--- config.mk ---
export PLATFORM = sky130hd
export DESIGN_NAME = alu_iter
export DESIGN_NICKNAME = d
export VERILOG_FILES = /design/src/rtl/alu_pkg.sv /design/src/rtl/alu_4.sv /design/src/rtl/alu_iter.sv
export SDC_FILE = /design/constraint.sdc
export NUM_CORES = 1
export LEC_CHECK = 0
export BUFFER_PORTS_ARGS = -buffer_cell sky130_fd_sc_hd__buf_2
export CAP_MARGIN = 30
export CORE_MARGIN = 2
export CORE_UTILIZATION = 48
export DETAILED_ROUTE_END_ITERATION = 8
export PLACE_DENSITY = 0.8
export SYNTH_ARGS = -nofsm -noshare
export SYNTH_HDL_FRONTEND = slang
export SYNTH_SLANG_ARGS = --single-unit
--- constraint.sdc ---
create_clock -name clk -period 1.9 [get_ports clk]
set_clock_uncertainty 0.1 [all_clocks]
set_input_delay 0.095 -clock clk [delete_from_list [all_inputs] [get_ports clk]]
set_output_delay 0.095 -clock clk [all_outputs]
set_load 0.01 [all_outputs]
--- src/rtl/alu_pkg.sv ---
// Shared definitions for the iterative 74181-style ALU: select width, named S codes, FSM states.
package alu_pkg;

  localparam int ALU_OP_W = 4;

  // S codes; SUB and XOR share an encoding and differ only in the mode bit
  localparam logic [ALU_OP_W-1:0] ALU_S_ADD = 4'b1001;
  localparam logic [ALU_OP_W-1:0] ALU_S_SUB = 4'b0110;
  localparam logic [ALU_OP_W-1:0] ALU_S_XOR = 4'b0110;
  localparam logic [ALU_OP_W-1:0] ALU_S_AND = 4'b1011;

  typedef enum logic {IDLE, RUN} state_t;

endpackage

--- src/rtl/alu_4.sv ---
// 4-bit 74181 slice, active-high data, active-low carry in/out; no lookahead outputs.
module alu_4 (
  input  logic [3:0] a,
  input  logic [3:0] b,
  input  logic [3:0] s,
  input  logic       m,
  input  logic       cn,
  output logic [3:0] f,
  output logic       cn4
);

  logic [3:0] g;
  logic [3:0] p;
  logic [4:0] c;

  // g is always a subset of p, so the arithmetic result is p + g + carry
  always_comb begin
    g = (a & b & {4{s[3]}}) | (a & ~b & {4{s[2]}});
    p = a | (b & {4{s[0]}}) | (~b & {4{s[1]}});
    c[0] = ~cn;
    for (int i = 0; i < 4; i++) begin
      c[i+1] = g[i] | (p[i] & c[i]);
    end
    f   = g ^ p ^ (c[3:0] | {4{m}});
    cn4 = ~c[4];
  end

endmodule

--- src/rtl/alu_iter.sv ---
// Multi-cycle WIDTH-bit 74181 ALU: LANES nibble slices per clock, carry registered between chunks.
// Optional zero flag is enabled by defining ALU_ITER_ZERO_EN.
module alu_iter
  import alu_pkg::*;
#(
  parameter int WIDTH = 16,
  parameter int LANES = 1
) (
  input  logic                clk,
  input  logic                reset,
  input  logic                start,
  input  logic [ALU_OP_W-1:0] alu_op,
  input  logic                mode,
  input  logic [WIDTH-1:0]    x,
  input  logic [WIDTH-1:0]    y,
  input  logic                c_in,
  output logic                busy,
  output logic                done,
  output logic [WIDTH-1:0]    z,
  output logic                c_out8,
  output logic                c_out_msb
`ifdef ALU_ITER_ZERO_EN
  ,
  output logic                zero
`endif
);

  localparam int CW     = 4 * LANES;
  localparam int CYCLES = WIDTH / CW;
  localparam int CNT_W  = (CYCLES > 1) ? $clog2(CYCLES) : 1;
  localparam int C8_LANE = 1 % LANES;
  localparam logic [CNT_W-1:0] LAST = CNT_W'(CYCLES - 1);
  localparam logic [CNT_W-1:0] C8_K = CNT_W'(1 / LANES);

  state_t                state_reg;
  logic [CNT_W-1:0]      cnt_reg;
  logic [ALU_OP_W-1:0]   op_reg;
  logic                  mode_reg;
  logic                  carry_reg;
  logic                  c8_reg;
  logic [WIDTH-1:0]      a_reg;
  logic [WIDTH-1:0]      b_reg;
  logic [WIDTH-1:0]      acc_reg;
  logic [WIDTH-1:0]      acc_next;
  logic [CW-1:0]         chunk_f;
  logic [LANES:0]        cn_chain;
`ifdef ALU_ITER_ZERO_EN
  logic                  nz_reg;
`endif

  assign cn_chain[0] = carry_reg;
  assign busy        = (state_reg == RUN);

  generate
    for (genvar gi = 0; gi < LANES; gi++) begin : g_lane
      alu_4 u_slice (
        .a   (a_reg[4*gi +: 4]),
        .b   (b_reg[4*gi +: 4]),
        .s   (op_reg),
        .m   (mode_reg),
        .cn  (cn_chain[gi]),
        .f   (chunk_f[4*gi +: 4]),
        .cn4 (cn_chain[gi+1])
      );
    end
    // Chunks enter at the top and shift down, so chunk 0 lands at bit 0 after the last one
    if (CYCLES == 1) begin : g_acc_single
      assign acc_next = chunk_f;
    end else begin : g_acc_shift
      assign acc_next = {chunk_f, acc_reg[WIDTH-1:CW]};
    end
  endgenerate

  always_ff @(posedge clk or posedge reset) begin
    if (reset) begin
      state_reg <= IDLE;
      cnt_reg   <= '0;
      op_reg    <= '0;
      mode_reg  <= 1'b0;
      carry_reg <= 1'b1;
      c8_reg    <= 1'b1;
      a_reg     <= '0;
      b_reg     <= '0;
      acc_reg   <= '0;
      done      <= 1'b0;
      z         <= '0;
      c_out8    <= 1'b1;
      c_out_msb <= 1'b1;
`ifdef ALU_ITER_ZERO_EN
      nz_reg    <= 1'b0;
      zero      <= 1'b1;
`endif
    end else begin
      done <= 1'b0;
      case (state_reg)
        IDLE: begin
          if (start) begin
            op_reg    <= alu_op;
            mode_reg  <= mode;
            a_reg     <= x;
            b_reg     <= y;
            carry_reg <= c_in;
            cnt_reg   <= '0;
`ifdef ALU_ITER_ZERO_EN
            nz_reg    <= 1'b0;
`endif
            state_reg <= RUN;
          end
        end
        RUN: begin
          a_reg     <= a_reg >> CW;
          b_reg     <= b_reg >> CW;
          acc_reg   <= acc_next;
          carry_reg <= cn_chain[LANES];
          cnt_reg   <= cnt_reg + 1'b1;
          if (cnt_reg == C8_K) c8_reg <= cn_chain[C8_LANE+1];
`ifdef ALU_ITER_ZERO_EN
          nz_reg    <= nz_reg | (|chunk_f);
`endif
          if (cnt_reg == LAST) begin
            z         <= acc_next;
            c_out8    <= (LAST == C8_K) ? cn_chain[C8_LANE+1] : c8_reg;
            c_out_msb <= cn_chain[LANES];
`ifdef ALU_ITER_ZERO_EN
            zero      <= ~(nz_reg | (|chunk_f));
`endif
            done      <= 1'b1;
            state_reg <= IDLE;
          end
        end
        default: state_reg <= IDLE;
      endcase
    end
  end

endmodule

# [Word level (Yosys, flattened, before mapping)]
# Index checks and enable logic that the tools add are counted.
[op_classes] addsub=1 n_eq_ne=3 mux=13 bitwise=24 reduce_logical=3
[ops] op="$pmux 16 s2" n=2
[ops] op="$mux 16" n=2
[ops] op="$and 4x4->4" n=6
[ops] op="$or 4x4->4" n=4
[ops] op="$xor 4x4->4" n=2
[ops] op="$reduce_and 2->1" n=3
[ops] op="$mux 1" n=5
[ops] op="$and 1x1->1" n=4
[ops] op="$not 4->4" n=1
[ops] op="$or 1x1->1" n=4
[ops] op="$pmux 1 s2" n=2
[ops] op="$pmux 2 s2" n=1
[ops] op="$not 1->1" n=3
[ops] op="$add 2x1->2 const B" n=1
[ops] op="$eq 2x1->1 const B" n=1
[ops] op="$eq 2x2->1 const B" n=1
[ops] op="$mux 2" n=1
[ops] op="$ne 2x2->1 const B" n=1
[word_totals] regBits=77 inputBits=41 output_inout_bits=20 word_cells=57

# [Longest topological paths before layout]
# Gate-level depths: netlist of the first run.
[depth] depth_word=13 ltp_mapped=6 mapped_depth_nobuf=5

# [Modules after synthesis]
# A second synthesis of the first run with hierarchy kept.
[unflattened] cells_unflattened=268 hier_area_um2=3414.5
[modules_own_cells] module="alu_iter" instances=1 cells_each=227 area_per_inst_um2=3095.5 seq_area_each_um2=1831.8
[modules_own_cells] module="alu_4" instances=1 cells_each=41 area_per_inst_um2=319.1 seq_area_each_um2=0.0

# [Worst setup path before layout of the first run]
# OpenSTA, ideal clock, no wires.
[synth_path] path_kind="register to register" from="register state_reg, in the netlist busy" to="register z[0]" setup_ps=125 t_arrival_ps=1447 t_required_ps=1675 setup_slack_ps=228 path_stages_with_launch=6 n_path_buf=2 synth_period_minus_slack_ps=1672 cell_sequence="dfrtp_1 buf_2 nand2_1 inv_2 buf_2 mux2_2"
[synth_via] elab_chain_cells=1
[synth_lines] item="from (decl)" line="alu_iter.sv:35" text="state_t state_reg;"
[synth_lines] item="from (signal assigned)" line="alu_iter.sv:76" text="state_reg <= IDLE;"
[synth_lines] item="from (signal assigned)" line="alu_iter.sv:107" text="state_reg <= RUN;"
[synth_lines] item="from (signal assigned)" line="alu_iter.sv:128" text="state_reg <= IDLE;"
[synth_lines] item="$reduce_and 2->1 (no source line)"
[synth_lines] item="to (signal assigned)" line="alu_iter.sv:121" text="z <= acc_next;"
[synth_lines] item="to (decl)" line="alu_iter.sv:19" text="output logic [WIDTH-1:0] z,"
# Every way passes these cells.
# A chain may end at the register's enable or synchronous reset.

# [Worst setup path in the final report of the first run]
[layout_path] from="register b_reg[0]" to="register c_out_msb"
[layout_via] elab_chain_cells=12 elab_cells_between_ends=19 cone_classes="bitwise: 19"
[layout_lines] item="from (decl)" line="alu_iter.sv:42" text="logic [WIDTH-1:0] b_reg;"
[layout_lines] item="from (signal assigned)" line="alu_iter.sv:101" text="b_reg <= y;"
[layout_lines] item="from (signal assigned)" line="alu_iter.sv:112" text="b_reg <= b_reg >> CW;"
[layout_lines] item="$and 4x4->4 / $not 4->4 (equally long branches)" line="alu_4.sv:19, alu_4.sv:18"
[layout_lines] item="$or 4x4->4, or another cell as far along" line="alu_4.sv:19" text="p = a | (b & {4{s[0]}}) | (~b & {4{s[1]}});"
[layout_lines] item="$or 4x4->4 / $and 4x4->4 (equally long branches)" line="alu_4.sv:19, alu_4.sv:18"
[layout_lines] item="$and 1x1->1 / $or 4x4->4 (equally long branches)" line="alu_4.sv:22, alu_4.sv:18"
[layout_lines] item="$or 1x1->1 *" line="alu_4.sv:22" text="c[i+1] = g[i] | (p[i] & c[i]);"
[layout_lines] item="$and 1x1->1 *" line="alu_4.sv:22"
[layout_lines] item="$or 1x1->1 *" line="alu_4.sv:22"
[layout_lines] item="$and 1x1->1 *" line="alu_4.sv:22"
[layout_lines] item="$or 1x1->1 *" line="alu_4.sv:22"
[layout_lines] item="$and 1x1->1 *" line="alu_4.sv:22"
[layout_lines] item="$or 1x1->1 *" line="alu_4.sv:22"
[layout_lines] item="$not 1->1 *" line="alu_4.sv:25" text="cn4 = ~c[4];"
[layout_lines] item="to (signal assigned)" line="alu_iter.sv:123" text="c_out_msb <= cn_chain[LANES];"
[layout_lines] item="to (decl)" line="alu_iter.sv:21" text="output logic c_out_msb"
# Mark *: on every way between the ends. The rest lies on a longest branch, timed or not.

==> impl_metrics.py, run 1 <==
metrics = {
    "status": {
        "run_status": "complete, no violations",
    },
    "finish": {
        "syn2layout_area_growth_pct": 29.74,
        "utilization": 0.6367,
        "mostFrequentLayoutCells": "68 x dfrtp_1, 60 x buf_2, 39 x nand2_1, 37 x dlygate4sd3_1",
        "drive_gt1_frac": 0.3308,
        "antennaDiodeCount": 0,
        "nNetsFinal": 428,
        "final_common_cell": "dfrtp_1",
    },
    "routing": {
        "vias": 2430,
        "drc_errors": 0,
        "viasPerCell": 5.170,
        "drt_iter0_markers": 125,
        "drt-total-wl_um": 7221,
        "ant_nets": 0,
        "wl_per_cell_um": 15.36,
        "first_pass_iters": 4,
    },
    "clocking": {
        "cts-root-buf": "clkbuf_8",
        "cts_max_level": 3,
        "clk_pin_slew_ns": 0.08,
        "cts_buffer_depth": 2,
        "cts_buffers": 9,
        "clkSinkCount": 73,
        "cts_resized": 0,
        "clock_latency_ns": 0.35,
        "post-cts-setup-buffers": 0,
        "cts_tree": "yes",
    },
    "critical_path": {
        "timing.rr.end": "c_out_msb",
        "worstSetupEndpointType": "register",
        "timing.rr.start": "b_reg[0]",
        "rr_worst_depth": 5,
        "start_kind": "register",
        "worstPathArrival_ns": 1.98,
        "slowest_delay_ns": 0.40,
        "path_buf_inv": 0,
        "slowest_stage": "dfrtp_1",
        "path_class": "register to register",
        "critPathLaunch": "b_reg[0]",
        "crit_path_max_fanout": 5,
        "path_cells": "mux2_2 -> o21bai_2 -> a221oi_4 -> a221oi_2 -> mux2_2",
        "crit_path_frequent_cell": "mux2_2",
        "cp_top_family": "compound AO/OA/AOI/OAI gates",
        "cp.required_ns": 2.10,
        "rrSetupSlack_ns": 0.12,
    },
    "die": {
        "num_rows": 30,
        "die_x_um": 87.11,
        "die_h_um": 87.11,
        "fp.dieArea_um2": 7588,
        "initial_utilization": 0.4907,
        "core_um2": 6756,
        "ios": 61,
    },
    "placed_design": {
        "gp_congestion": 0.8100,
        "io_buffers": 60,
        "dp_hpwl_um": 4682,
    },
    "sta": {
        "hold_violations": 0,
        "timing.final.crit_period_ns": 1.784,
        "setup_viol": 0,
        "fmax_mhz": 560.5,
        "worstMarginPinSlew_ns": 0.5642,
        "whs_ns": 0.008480,
        "timing.slew.headroom": 0.6231,
        "finalCritPeriodShare": 0.9390,
        "rsz0062_at_grt": "false",
        "finalMaxSlewViolations": 0,
        "fin_tns_setup_ns": 0,
    },
    "grt": {
        "grt_pass1_wl_um": 11770,
        "grt_max_degree": 65,
        "grt_pass1_vias": 2538,
        "antenna_found_initial": 0,
        "grt_overflow": 0,
        "grt_use_total": 0.2059,
    },
    "power_and_ir_drop": {
        "seq_power_share": 0.439,
        "vdd_drop_max_mv": 0.5631,
        "p_switching_mw": 2.298,
        "p_leak_nw": 2.024,
        "pwr-share-clk": 0.185,
        "switching_share": 0.3695,
        "finalPower_mw": 6.219,
        "power.internal_mw": 3.921,
        "power.density_nw_per_um2": 1446,
        "combPwrFrac": 0.376,
    },
    "synth": {
        "syn-cell-area_um2": 3316,
        "ys_seq_elements": 73,
        "syn_avg_cell_area_um2": 11.63,
        "yosysTopAreaCellShare": 0.5208,
        "netlist_top_cells_area": "dfrtp_1 52%, mux2_2 11%, mux2i_1 10%",
        "yosys_warnings": 0,
        "synth_largest_area_cell": "dfrtp_1",
        "syn_inst": 285,
        "synth-seq-area-share": 0.5525,
        "synth_cell_types": 33,
        "syn-num-nets": 328,
    },
    "worst_hold_path": {
        "holdCritPathClass": "input port to register",
        "worstHoldStart": "x[10]",
        "min_path_cells": 3,
        "hold_path_end": "a_reg[10]",
    },
    "run": {
        "maxCapViolCount": 0,
    },
}
-- how the worst max path moves through the flow --
stage,endpoint,depth (start not counted)
after floorplan,z[0],5
after global placement,c_out_msb,5
after detailed placement,c_out_msb,5
after CTS,c_out_msb,5
after global routing,c_out_msb,5
final,c_out_msb,5
-- power by group through the flow --
stage / combinational, mW / sequential, mW / clock [mW]
2_1_floorplan: 1.65 / 2.66 / 0
3_3_place_gp: 2.18 / 2.69 / 0
3_5_place_dp: 2.28 / 2.74 / 0
4_1_cts: 2.35 / 2.72 / 1.17
5_1_grt: 2.58 / 2.81 / 1.25
6_report: 2.34 / 2.73 / 1.15
-- final cells by class --
cell class	count	area, um2
Fill cell	497	2455
Tap cell	80	100.1
Clock buffer	9	123.9
Inverter	9	37.54
Clock inverter	7	61.31
Timing Repair Buffer	104	760.7
Sequential cell	73	1833
Multi-Input combinational cell	188	1385
-- routing by layer --
| metal | global-route usage | wire, um | up-vias |
|---|---|---|---|
| li1 | - | - | 1195 |
| met1 | 0.2469 | 3002 | 1162 |
| met2 | 0.3532 | 3718 | 65 |
| met3 | 0.05972 | 396 | 8 |
| met4 | 0.07413 | 104 | 0 |
| met5 | 0 | 0 | - |
-- worst reg2reg max path, cell delays in order, from the launching register on --
cell      delay (ns)
dfrtp_1         0.40
mux2_2          0.38
o21bai_2        0.22
a221oi_4        0.12
a221oi_2        0.32
mux2_2          0.20
-- per-stage QoR --
step	cell area [um2]	worst slack [ns]	std cells
2_1_floorplan	3319	0.2284	285
3_3_place_gp	3746	0.1644	417
3_5_place_dp	3746	0.1166	417
4_1_cts	4302	0.1045	470
5_1_grt	4302	0.02339	470
6_report	4302	0.1159	470
-- cell families after synthesis --
kind of cell	Yosys count	share of synthesized area
xor gates and xnor gates	3	0.007926
adders and majority gates	2	0.007546
muxes	68	0.2264
DFF	73	0.5525
AOI/OAI and AO/OA	50	0.09396
and+or+nand+nor	65	0.08189
buffers and inverters	24	0.02981
-- synth_stat cells --
cell	number
dfrtp_1	69
nand2_1	39
mux2i_1	33
o21ai_0	33
mux2_2	31
nor2_1	15
inv_1	8
buf_2	7
a21oi_1	6
clkbuf_1	6
dfstp_2	4
o211ai_1	3
xnor2_1	3
buf_1	2
ha_1	2
mux4_2	2
nand2b_1	2
nand3_1	2
nor2b_1	2
nor3_1	2
o22ai_1	2
a211oi_1	1
a21o_2	1
a221oi_2	1
a221oi_4	1
a22oi_2	1
inv_2	1
mux2_1	1
mux2_4	1
nand3b_1	1
nand4b_1	1
o21bai_2	1
or2b_1	1
-- what timing repair did --
| item | CTS | global route |
|---|---|---|
| endpoints found under the setup margin | 0 | 0 |
| hold buffers | 37 | 0 |
| endpoints found under the hold margin | 53 | 0 |
No activity file was read; power rests on OpenSTA's default activity.
==> inputs of run 2 (changes only) <==
==> constraint.sdc (replaced) <==
create_clock -name clk -period 1.9 [get_ports clk]
set_clock_uncertainty 0.1 [all_clocks]
set_input_delay 0.095 -clock clk [delete_from_list [all_inputs] [get_ports clk]]
set_output_delay 0.095 -clock clk [all_outputs]
set_load 0.1 [all_outputs]
==> run 2 against run 1 <==
  * Die area unchanged
  * Core utilization unchanged
  * Count of clock-buffer cells in the layout unchanged
==> impl_metrics.py, run 2 (synthesis gave the netlist of run 1 again) <==
metrics = {
    "finish": {
        "antennaDiodeCount": 0,
        "multiInputGateArea_um2": 1389,
        "drive_gt1_frac": 0.3316,
        "mostFrequentLayoutCells": "67 x dfrtp_1, 60 x buf_2, 40 x dlygate4sd3_1, 39 x nand2_1",
        "nFillCells": 534,
        "final_common_cell": "dfrtp_1",
        "nNetsFinal": 431,
        "syn2layout_area_growth_pct": 29.74,
        "ff_latch_area_um2": 1837,
    },
    "critical_path": {
        "slowest_delay_ns": 0.45,
        "path_cells": "mux2_4 -> a22oi_2 -> a221oi_4 -> a221oi_2 -> mux2_2",
        "cp.required_ns": 2.09,
        "worstPathArrival_ns": 2.00,
        "crit_path_max_fanout": 5,
        "worstSetupEndpointType": "register",
        "slowest_stage": "dfrtp_2",
        "cp_top_family": "compound AO/OA/AOI/OAI gates",
        "path_class": "register to register",
        "start_kind": "register",
        "path_buf_inv": 0,
    },
    "power_and_ir_drop": {
        "pwr-share-clk": 0.137,
        "power.internal_mw": 3.893,
        "p_switching_mw": 3.606,
        "switching_share": 0.4809,
        "finalPower_mw": 7.498,
        "power.density_nw_per_um2": 1743,
        "p_leak_nw": 2.021,
        "vdd_drop_max_mv": 0.8168,
        "combPwrFrac": 0.499,
        "seq_power_share": 0.364,
    },
    "die": {
        "initial_utilization": 0.4907,
        "ios": 61,
        "fp.dieArea_um2": 7588,
        "die_h_um": 87.11,
        "core_um2": 6756,
        "die_x_um": 87.11,
        "num_rows": 30,
    },
    "placed_design": {
        "dp_hpwl_um": 4423,
        "io_buffers": 60,
        "pre_cts_ws_ns": 0.09114,
        "gp_congestion": 0.7973,
    },
    "clocking": {
        "clkSinkCount": 73,
        "post-cts-setup-buffers": 0,
        "cts_buffer_depth": 2,
        "cts_tree": "yes",
        "clk_pin_slew_ns": 0.08,
        "cts_buffers": 9,
        "cts_max_level": 3,
        "clock_latency_ns": 0.35,
        "cts-root-buf": "clkbuf_8",
    },
    "sta": {
        "fin_ws_ns": 0.09139,
        "rsz0062_at_grt": "true",
        "fmax_mhz": 552.9,
        "worstMarginPinSlew_ns": 0.4981,
        "timing.slew.headroom": 0.6702,
        "setup_viol": 0,
        "whs_ns": 0.1127,
        "finalMaxSlewViolations": 0,
        "hold_violations": 0,
        "finalCritPeriodShare": 0.9519,
        "timing.final.crit_period_ns": 1.809,
    },
    "routing": {
        "first_pass_iters": 4,
        "viasPerCell": 5.248,
        "ant_nets": 0,
        "wl_per_cell_um": 15.02,
        "drt_iter0_markers": 120,
        "drc_errors": 0,
        "vias": 2477,
        "drt-total-wl_um": 7089,
    },
    "grt": {
        "antenna_found_initial": 0,
        "grt_pass1_wl_um": 11900,
        "grt_pass1_vias": 2503,
        "grt_use_total": 0.2068,
        "grt_overflow": 0,
        "grt_max_degree": 62,
    },
    "status": {
        "run_status": "complete, no violations",
    },
    "run": {
        "maxCapViolCount": 0,
    },
    "worst_hold_path": {
        "holdCritPathClass": "input port to async pin",
    },
}
-- run 2: cell types whose count changed in the layout (fill, tap and decap cells not counted) --
| cell | change |
|---|---|
| clkinv_2 | +3 |
| dlygate4sd3_1 | +3 |
| inv_6 | -2 |
| inv_8 | -2 |
| a21oi_1 | -1 |
| a21oi_2 | +1 |
| buf_12 | -1 |
| buf_4 | +1 |
| dfrtp_1 | -1 |
| dfrtp_4 | +1 |
-- run 2: final timing paths --
path                            startpoint        end  slack, ns  depth (start not counted)
worst max-delay path              b_reg[1]  c_out_msb       0.09                          5
worst min-delay path                 reset   b_reg[0]       0.11                          3
worst max register to register    b_reg[1]  c_out_msb       0.09                          5
worst min register to register       z[13]      z[13]       0.38                          2
max in group asynchronous            reset     c8_reg       1.00                          4
min in group clk                     z[13]      z[13]       0.38                          2
-- run 2: power by group through the flow --
stage               Sequential (mW)  Clock (mW)  Combinational [mW]
global placement               2.71           0                3.57
finish                         2.73        1.03                3.74
detailed placement             2.75           0                3.68
CTS                            2.72        1.05                3.75
global route                   2.82        1.12                4.00
floorplan                      4.05           0                1.66
-- run 2: area by class of cell --
class / instances / area share
repair buffers: 107 / 0.1809
well taps: 80 / 0.02327
clock buffers: 9 / 0.02880
inverters: 9 / 0.008726
clock inverters: 6 / 0.008435
multi-input cells: 188 / 0.3229
flip-flops and latches: 73 / 0.4270
-- run 2: worst reg2reg max path: cells and delay by family, from the launching register on --
kind           cells  cell delay (ns)
multiplexers       2             0.53
flip-flops         1             0.45
AO/OA/AOI/OAI      3             0.66
-- run 2: metal layers --
layer / GRT usage / wire length [um] / part of all wire / vias up
met5: 0 / 0 / 0 / -
met3: 0.05213 / 273 / 0.039 / 15
met4: 0.08951 / 159 / 0.022 / 0
li1: - / - / - / 1197
met1: 0.2613 / 3076 / 0.43 / 1214
met2: 0.3387 / 3580 / 0.51 / 51
-- run 2: through the flow --
step / setup TNS [ns] / cells / instance area (um2) / util
2_1_floorplan: 0 / 285 / 3326 / -
3_3_place_gp: 0 / 417 / 3736 / 0.5530
3_5_place_dp: 0 / 417 / 3736 / 0.5530
4_1_cts: 0 / 472 / 4297 / 0.6359
5_1_grt: -0.0003950 / 472 / 4302 / 0.6367
6_report: 0 / 472 / 4302 / 0.6367
-- run 2: timing repair --
action / 4_1_cts / 5_1_grt
endpoints found under the setup margin: 0 / 2
hold buffers: 40 / 0
hold endpoints to repair: 108 / 0
gates resized for setup: 0 / 2
